**src/rtl/mem_ctrl_if.sv**
```systemverilog
// Bundle of the requester, RAM/IO bus and ready signals around mem_ctrl.
// The controller connects through 'slave'; requesters, RAM and the bench
// connect through 'master'.
interface mem_ctrl_if #(
   parameter int ADDR_W = 32
);
   logic              rdy;
   logic              mac_req;
   logic              mac_wr;
   logic [ADDR_W-1:0] mac_a;
   logic [31:0]       mac_dout;
   logic [3:0]        mac_kind;
   logic              mac_busy;
   logic              mac_done;
   logic [31:0]       mac_din;
   logic              if_req;
   logic [ADDR_W-1:0] if_a;
   logic              if_clr;
   logic              if_done;
   logic [31:0]       if_din;
   logic [7:0]        ram_din;
   logic [7:0]        ram_dout;
   logic [ADDR_W-1:0] ram_a;
   logic              ram_wr;
   logic              io_buffer_full;

   modport slave (
      input  rdy, mac_req, mac_wr, mac_a, mac_dout, mac_kind,
      input  if_req, if_a, if_clr, ram_din, io_buffer_full,
      output mac_busy, mac_done, mac_din, if_done, if_din,
      output ram_dout, ram_a, ram_wr
   );

   modport master (
      output rdy, mac_req, mac_wr, mac_a, mac_dout, mac_kind,
      output if_req, if_a, if_clr, ram_din, io_buffer_full,
      input  mac_busy, mac_done, mac_din, if_done, if_din,
      input  ram_dout, ram_a, ram_wr
   );
endinterface

```
**src/rtl/mem_ctrl.sv**
```systemverilog
// Byte-serialising memory controller. Arbitrates the data port (priority)
// and the instruction-fetch port onto a byte-wide synchronous RAM/IO bus
// and assembles little-endian words for reads.
module mem_ctrl #(
   parameter int         ADDR_W = 32,
   parameter logic [1:0] IO_SEL = 2'b11
) (
   input  logic       clk,
   input  logic       rst,
   mem_ctrl_if.slave  bus
);

   typedef enum logic [1:0] {
      ST_IDLE = 2'd0,
      ST_RD   = 2'd1,
      ST_WR   = 2'd2,
      ST_DONE = 2'd3
   } state_t;

   typedef enum logic {
      OWN_DATA  = 1'b0,
      OWN_FETCH = 1'b1
   } owner_t;

   // Byte count for a one-hot access kind; anything unexpected is a word.
   function automatic logic [2:0] kind_to_n(input logic [3:0] kind);
      logic [2:0] n;
      case (kind)
         4'b0001: n = 3'd1;
         4'b0010: n = 3'd2;
         default: n = 3'd4;
      endcase
      return n;
   endfunction

   state_t            state_r, state_s;
   owner_t            owner_r, owner_s;
   logic [2:0]        i_r, i_s;
   logic [2:0]        n_r, n_s;
   logic [ADDR_W-1:0] addr_r, addr_s;
   logic [31:0]       wdata_r, wdata_s;
   logic [31:0]       data_r, data_s;

   logic              fetch_abort_s;
   logic              io_hold_s;
   logic [1:0]        cap_idx_s;
   logic [2:0]        rd_off_s;

   // Fetch abort applies to any busy state owned by the fetch port.
   assign fetch_abort_s = (owner_r == OWN_FETCH) && bus.if_clr && (state_r != ST_IDLE);
   // Writes into the I/O region stall while the I/O write buffer is full.
   assign io_hold_s     = (addr_r[17:16] == IO_SEL) && bus.io_buffer_full;
   // Byte slot filled this cycle: the byte addressed one cycle earlier.
   assign cap_idx_s     = i_r[1:0] - 2'd1;

   // State, counter and latched request registers.
   always_ff @(posedge clk or posedge rst) begin
      if (rst) begin
         state_r <= ST_IDLE;
         owner_r <= OWN_DATA;
         i_r     <= 3'd0;
         n_r     <= 3'd0;
         addr_r  <= '0;
         wdata_r <= 32'h0000_0000;
         data_r  <= 32'h0000_0000;
      end else begin
         state_r <= state_s;
         owner_r <= owner_s;
         i_r     <= i_s;
         n_r     <= n_s;
         addr_r  <= addr_s;
         wdata_r <= wdata_s;
         data_r  <= data_s;
      end
   end

   // Next-state logic: arbitration, byte sequencing, read capture, aborts.
   always_comb begin
      state_s = state_r;
      owner_s = owner_r;
      i_s     = i_r;
      n_s     = n_r;
      addr_s  = addr_r;
      wdata_s = wdata_r;
      data_s  = data_r;
      if (!bus.rdy) begin
         state_s = state_r;
      end else if (fetch_abort_s) begin
         state_s = ST_IDLE;
         i_s     = 3'd0;
      end else begin
         case (state_r)
            ST_IDLE: begin
               if (bus.mac_req) begin
                  addr_s  = bus.mac_a;
                  wdata_s = bus.mac_dout;
                  n_s     = kind_to_n(bus.mac_kind);
                  owner_s = OWN_DATA;
                  i_s     = 3'd0;
                  data_s  = 32'h0000_0000;
                  state_s = bus.mac_wr ? ST_WR : ST_RD;
               end else if (bus.if_req && !bus.if_clr) begin
                  addr_s  = bus.if_a;
                  n_s     = 3'd4;
                  owner_s = OWN_FETCH;
                  i_s     = 3'd0;
                  data_s  = 32'h0000_0000;
                  state_s = ST_RD;
               end else begin
                  state_s = ST_IDLE;
               end
            end
            ST_RD: begin
               if (i_r != 3'd0) begin
                  data_s[{cap_idx_s, 3'b000} +: 8] = bus.ram_din;
               end else begin
                  data_s = data_r;
               end
               if (i_r == n_r) begin
                  state_s = ST_DONE;
                  i_s     = 3'd0;
               end else begin
                  i_s     = i_r + 3'd1;
               end
            end
            ST_WR: begin
               if (io_hold_s) begin
                  i_s = i_r;
               end else if (i_r == (n_r - 3'd1)) begin
                  state_s = ST_DONE;
                  i_s     = 3'd0;
               end else begin
                  i_s     = i_r + 3'd1;
               end
            end
            ST_DONE: begin
               state_s = ST_IDLE;
               i_s     = 3'd0;
            end
            default: begin
               state_s = ST_IDLE;
               i_s     = 3'd0;
            end
         endcase
      end
   end

   // While frozen mid-read, keep addressing the byte still awaiting capture
   // so the synchronous RAM presents it again when rdy returns.
   always_comb begin
      if ((state_r == ST_RD) && !bus.rdy && (i_r != 3'd0)) begin
         rd_off_s = i_r - 3'd1;
      end else begin
         rd_off_s = i_r;
      end
   end

   // Bus and handshake outputs decoded from the registered state.
   always_comb begin
      bus.ram_a    = '0;
      bus.ram_dout = 8'h00;
      bus.ram_wr   = 1'b0;
      case (state_r)
         ST_RD: begin
            bus.ram_a = addr_r + ADDR_W'(rd_off_s);
         end
         ST_WR: begin
            bus.ram_a    = addr_r + ADDR_W'(i_r);
            bus.ram_dout = wdata_r[{i_r[1:0], 3'b000} +: 8];
            bus.ram_wr   = bus.rdy && !io_hold_s;
         end
         default: begin
            bus.ram_a = '0;
         end
      endcase
      bus.mac_busy = (state_r == ST_RD) || (state_r == ST_WR) ||
                     ((state_r == ST_DONE) && (owner_r == OWN_FETCH));
      bus.mac_done = bus.rdy && (state_r == ST_DONE) && (owner_r == OWN_DATA);
      bus.if_done  = bus.rdy && (state_r == ST_DONE) && (owner_r == OWN_FETCH) && !bus.if_clr;
      bus.mac_din  = data_r;
      bus.if_din   = data_r;
   end

endmodule

```
**src/flat_wrapper.sv**
```systemverilog
// flat-port wrapper written by rule: the top's interface ports become plain ports
module mem_ctrl_flat 
#(
   parameter int         ADDR_W = 32,
   parameter logic [1:0] IO_SEL = 2'b11
)
  (clk, rst, bus_rdy, bus_mac_req, bus_mac_wr, bus_mac_a, bus_mac_dout, bus_mac_kind, bus_if_req, bus_if_a, bus_if_clr, bus_ram_din, bus_io_buffer_full, bus_mac_busy, bus_mac_done, bus_mac_din, bus_if_done, bus_if_din, bus_ram_dout, bus_ram_a, bus_ram_wr);
  mem_ctrl_if #(.ADDR_W(ADDR_W)) bus_i ();
  input  logic clk;
  input  logic rst;
  input wire logic [$bits(bus_i.rdy)-1:0] bus_rdy;
  input wire logic [$bits(bus_i.mac_req)-1:0] bus_mac_req;
  input wire logic [$bits(bus_i.mac_wr)-1:0] bus_mac_wr;
  input wire logic [$bits(bus_i.mac_a)-1:0] bus_mac_a;
  input wire logic [$bits(bus_i.mac_dout)-1:0] bus_mac_dout;
  input wire logic [$bits(bus_i.mac_kind)-1:0] bus_mac_kind;
  input wire logic [$bits(bus_i.if_req)-1:0] bus_if_req;
  input wire logic [$bits(bus_i.if_a)-1:0] bus_if_a;
  input wire logic [$bits(bus_i.if_clr)-1:0] bus_if_clr;
  input wire logic [$bits(bus_i.ram_din)-1:0] bus_ram_din;
  input wire logic [$bits(bus_i.io_buffer_full)-1:0] bus_io_buffer_full;
  output wire logic [$bits(bus_i.mac_busy)-1:0] bus_mac_busy;
  output wire logic [$bits(bus_i.mac_done)-1:0] bus_mac_done;
  output wire logic [$bits(bus_i.mac_din)-1:0] bus_mac_din;
  output wire logic [$bits(bus_i.if_done)-1:0] bus_if_done;
  output wire logic [$bits(bus_i.if_din)-1:0] bus_if_din;
  output wire logic [$bits(bus_i.ram_dout)-1:0] bus_ram_dout;
  output wire logic [$bits(bus_i.ram_a)-1:0] bus_ram_a;
  output wire logic [$bits(bus_i.ram_wr)-1:0] bus_ram_wr;
  assign bus_i.rdy = bus_rdy;
  assign bus_i.mac_req = bus_mac_req;
  assign bus_i.mac_wr = bus_mac_wr;
  assign bus_i.mac_a = bus_mac_a;
  assign bus_i.mac_dout = bus_mac_dout;
  assign bus_i.mac_kind = bus_mac_kind;
  assign bus_i.if_req = bus_if_req;
  assign bus_i.if_a = bus_if_a;
  assign bus_i.if_clr = bus_if_clr;
  assign bus_i.ram_din = bus_ram_din;
  assign bus_i.io_buffer_full = bus_io_buffer_full;
  assign bus_mac_busy = bus_i.mac_busy;
  assign bus_mac_done = bus_i.mac_done;
  assign bus_mac_din = bus_i.mac_din;
  assign bus_if_done = bus_i.if_done;
  assign bus_if_din = bus_i.if_din;
  assign bus_ram_dout = bus_i.ram_dout;
  assign bus_ram_a = bus_i.ram_a;
  assign bus_ram_wr = bus_i.ram_wr;
  mem_ctrl #(.ADDR_W(ADDR_W), .IO_SEL(IO_SEL)) u_core (.clk(clk), .rst(rst), .bus(bus_i));
endmodule
```
**config.mk**
```make
export PLATFORM = sky130hd
export DESIGN_NAME = mem_ctrl_flat
export DESIGN_NICKNAME = d
export VERILOG_FILES = /design/src/rtl/mem_ctrl_if.sv /design/src/rtl/mem_ctrl.sv /design/src/flat_wrapper.sv
export SDC_FILE = /design/constraint.sdc
export NUM_CORES = 1
export LEC_CHECK = 0
export CAP_MARGIN = 20
export CORE_MARGIN = 2
export CORE_UTILIZATION = 51
export CTS_BUF_LIST = sky130_fd_sc_hd__clkbuf_4
export CTS_CLUSTER_SIZE = 28
export DETAILED_ROUTE_END_ITERATION = 10
export PLACE_DENSITY_LB_ADDON = 0.08
export SYNTH_ARGS = -nofsm -noshare
export SYNTH_HDL_FRONTEND = slang
export SYNTH_SLANG_ARGS = --single-unit
```
**constraint.sdc**
```tcl
create_clock -name clk -period 9.01 [get_ports clk]
set_clock_uncertainty 0.2 [all_clocks]
set_input_delay 1.3515 -clock clk [delete_from_list [all_inputs] [get_ports clk]]
set_output_delay 1.3515 -clock clk [all_outputs]
set_load 0.02 [all_outputs]
```
==> flow_summary_export.csv <==
group,metric,value,unit
status,outcome,"complete, no violations",
job,max-cap-violations,0,
floorplanning,die_w,115,µm
placement,io_buffers,223,
clock_network,postCtsResizedCells,0,
finish,utilization,0.711,
clock_network,clk_pin_slew,140,ps
floorplanning,die_y,115,µm
clock_network,ctsHoldBuffers,0,
synthesis,synth_edf_count,0,
finish,layout.nets,937,
finish,drive_gt1_frac,0.0938,
global_routing,gr-usage-met1,0.292,
sta,hold-worst-slack,313,ps
drt,viasPerCell,5.30,
synthesis,ys_types,55,
placement,dp_cells,940,
power,power_density,259,nW/µm²
global_routing,grt_max_degree,55,
global_routing,grt_use_total,0.237,
clock_network,cts_tree,"built",
floorplanning,core,12000,µm²
synthesis,synth_most_common_cell,"dfrtp_1",
worst_setup_path,worstSetupEndpointType,"output port",
global_routing,grt_pass1_vias,5065,
worst_hold_path,hold_path_depth,2,
clock_network,cts.htree.levels,3,
worst_setup_path,worstPathCellList,"inv_1, ha_1, nor2b_1, nor3_1, nand2_1, nand2_1, o21ai_0, ha_1, a21oi_1, o21ai_0, nand3_2, or3_1, a21boi_1, clkdlybuf4s50_1",
drt,vias,5069,
global_routing,met3_usage,0.0696,
synthesis,seq_area_frac_synth,0.417,
sta,tightestPinTransition,941,ps
clock_network,postCtsSetupBuffers,0,
worst_setup_path,crit_type,"reg2out",
power,vdd_ir_drop_max,0.161,mV
synthesis,yosysWarningCount,0,
global_routing,top_usage_layer,"met2",
floorplanning,initial_core_util,0.525,
synthesis,synth_area_leaders,"dfrtp_1 (42%), mux2i_1 (8.9%), mux2_2 (6.1%), nand2_1 (4.9%), buf_4 (4.2%)",
drt,routed_wl,15.2,mm
worst_setup_path,worstPathArrival,4940,ps
synthesis,synth.avg_cell_area,10.1,µm²
drt,avgRoutedWirePerCell,15.9,µm
finish,area_delta_synth_final,35.6,%
clock_network,clockBufferDepth,2,
clock_network,clock_sinks,105,
power,leakage,0.00353,µW
drt,drc,0,
synthesis,yosys_most_used_dff,"dfrtp_1",
finish,antennaDiodeCount,0,
sta,drv_slew,0,
sta,setup_viol,0,
sta,period_share,0.721,
finish,instances_no_fill,957,
drt,drtIter0Drc,304,
worst_setup_path,required,7460,ps
global_routing,grt_use_met2,0.411,
power,power,2210,µW
synthesis,syn-num-nets,757,
global_routing,antenna_found_initial,0,
worst_setup_path,crit_slowest_cell,"dfrtp_1",
worst_setup_path,worst_path_largest_cell_delay,940,ps
synthesis,synth_top_area_frac,0.417,
synthesis,syn_area,6300,µm²
sta,hold_viol_final,0,
worst_hold_path,hp-class,"reg2reg",
synthesis,synth_area_leader_cell,"dfrtp_1",
sta,tns,0,ps
sta,period_needed,6490,ps
drt,dr.pass1.iters,4,
worst_setup_path,start_kind,"flop",
worst_setup_path,reg2reg_depth,7,
sta,rsz0062_at_grt,"false",
placement,gp_congestion,0.833,
synthesis,synth-async-reset-ratio,1.00,
clock_network,clk_root_buffer_cell,"clkbuf_4",
floorplanning,die-area,13300,µm²
drt,ant_nets,0,
worst_setup_path,rrSetupSlack,5940,ps
synthesis,synth_commonest_cells,"dfrtp_1 (105), nand2_1 (83), mux2i_1 (56), o21ai_0 (45), inv_1 (40)",
sta,max_freq,154,MHz
sta,relSlewSlack,0.373,
floorplanning,io_pins,224,
clock_network,cts_made_buffers,9,
floorplanning,num_rows,40,
synthesis,ys_ff_latch,105,
clock_network,clk_latency,460,ps
worst_setup_path,critical_path.max_fanout,18,
global_routing,overflow,0,
synthesis,synth_cells,626,
global_routing,grt_pass1_wl,24.5,mm
placement,hpwlAfterDp,11.8,mm
-- worst max-delay path: cells and delay by family (launching register included) --
kind                     cells  cell delay, ps
adder cells (fa/ha/maj)      2             590
flip-flops                   1             940
AND/OR/NAND/NOR              6            1220
AO/OA/AOI/OAI                4             850
buffers and inverters        2             860
-- report_power, final --
group,switching [µW],total (µW),internal [µW]
sequential,177,822,645
clock,147,263,116
combinational,548,1120,576
-- cell type report --
class                   count  area [µm²]
well taps                 147         184
repair buffers            231        2280
clock inverters             4        68.8
clock buffers              11        82.6
multi-input cells         419        3140
flip-flops and latches    105        2630
inverters                  40         153
fillers                   916        3470
-- sequential cells by signal, summed over array words and instances, names as in the netlist --
register	flops
u_core.addr_r	32
u_core.i_r	3
u_core.n_r	3
u_core.state_r	2
u_core.owner_r	1
u_core.wdata_r	32
u_core.bus.if_din	32
-- placed cells by master, fill, tap and decap left out, drive strengths merged, types with 9 or more instances in the layout --
master,instances
xnor2,21
clkdlybuf4s50,222
mux2,34
nand4,9
xor2,10
ha,14
nor2b,11
nand2,84
nand3,16
mux2i,56
o21ai,46
inv,40
dfrtp,105
a21oi,10
and2,30
clkbuf,12
-- metal layers --
metal  vias to the layer above  part of all wire
met1                      2425              0.42
met3                        17             0.066
met4                         0             0.012
met2                       163              0.51
met5                         -                 0
li1                       2464                 -
-- cell families (layout without fill, tap and decap cells) --
logic type,Yosys count,in the layout,share of synthesized area
AOI/OAI and AO/OA,77,77,0.0766
xor gates and xnor gates,32,32,0.0467
adders and majority gates,15,15,0.0310
buffers and inverters,102,286,0.0840
DFF,105,105,0.417
muxes,98,98,0.178
and+or+nand+nor,197,197,0.166
-- final timing paths --
kind / from / to
min: u_core.addr_r[2] / u_core.addr_r[2]
max: u_core.i_r[0] / bus_ram_a[23]
max in group asynchronous: rst / u_core.bus.if_din[27]
max reg2reg: u_core.i_r[0] / u_core.bus.if_din[29]
min reg2reg: u_core.addr_r[2] / u_core.addr_r[2]
min in group asynchronous: rst / u_core.addr_r[10]
-- per-stage QoR --
step	instance area, µm²	setup WS, ps
2_1_floorplan	6300	3750
3_3_place_gp	8380	2740
3_5_place_dp	8380	2630
4_1_cts	8530	2400
5_1_grt	8540	1930
6_report	8540	2520
(Power assumes the default switching activity.)
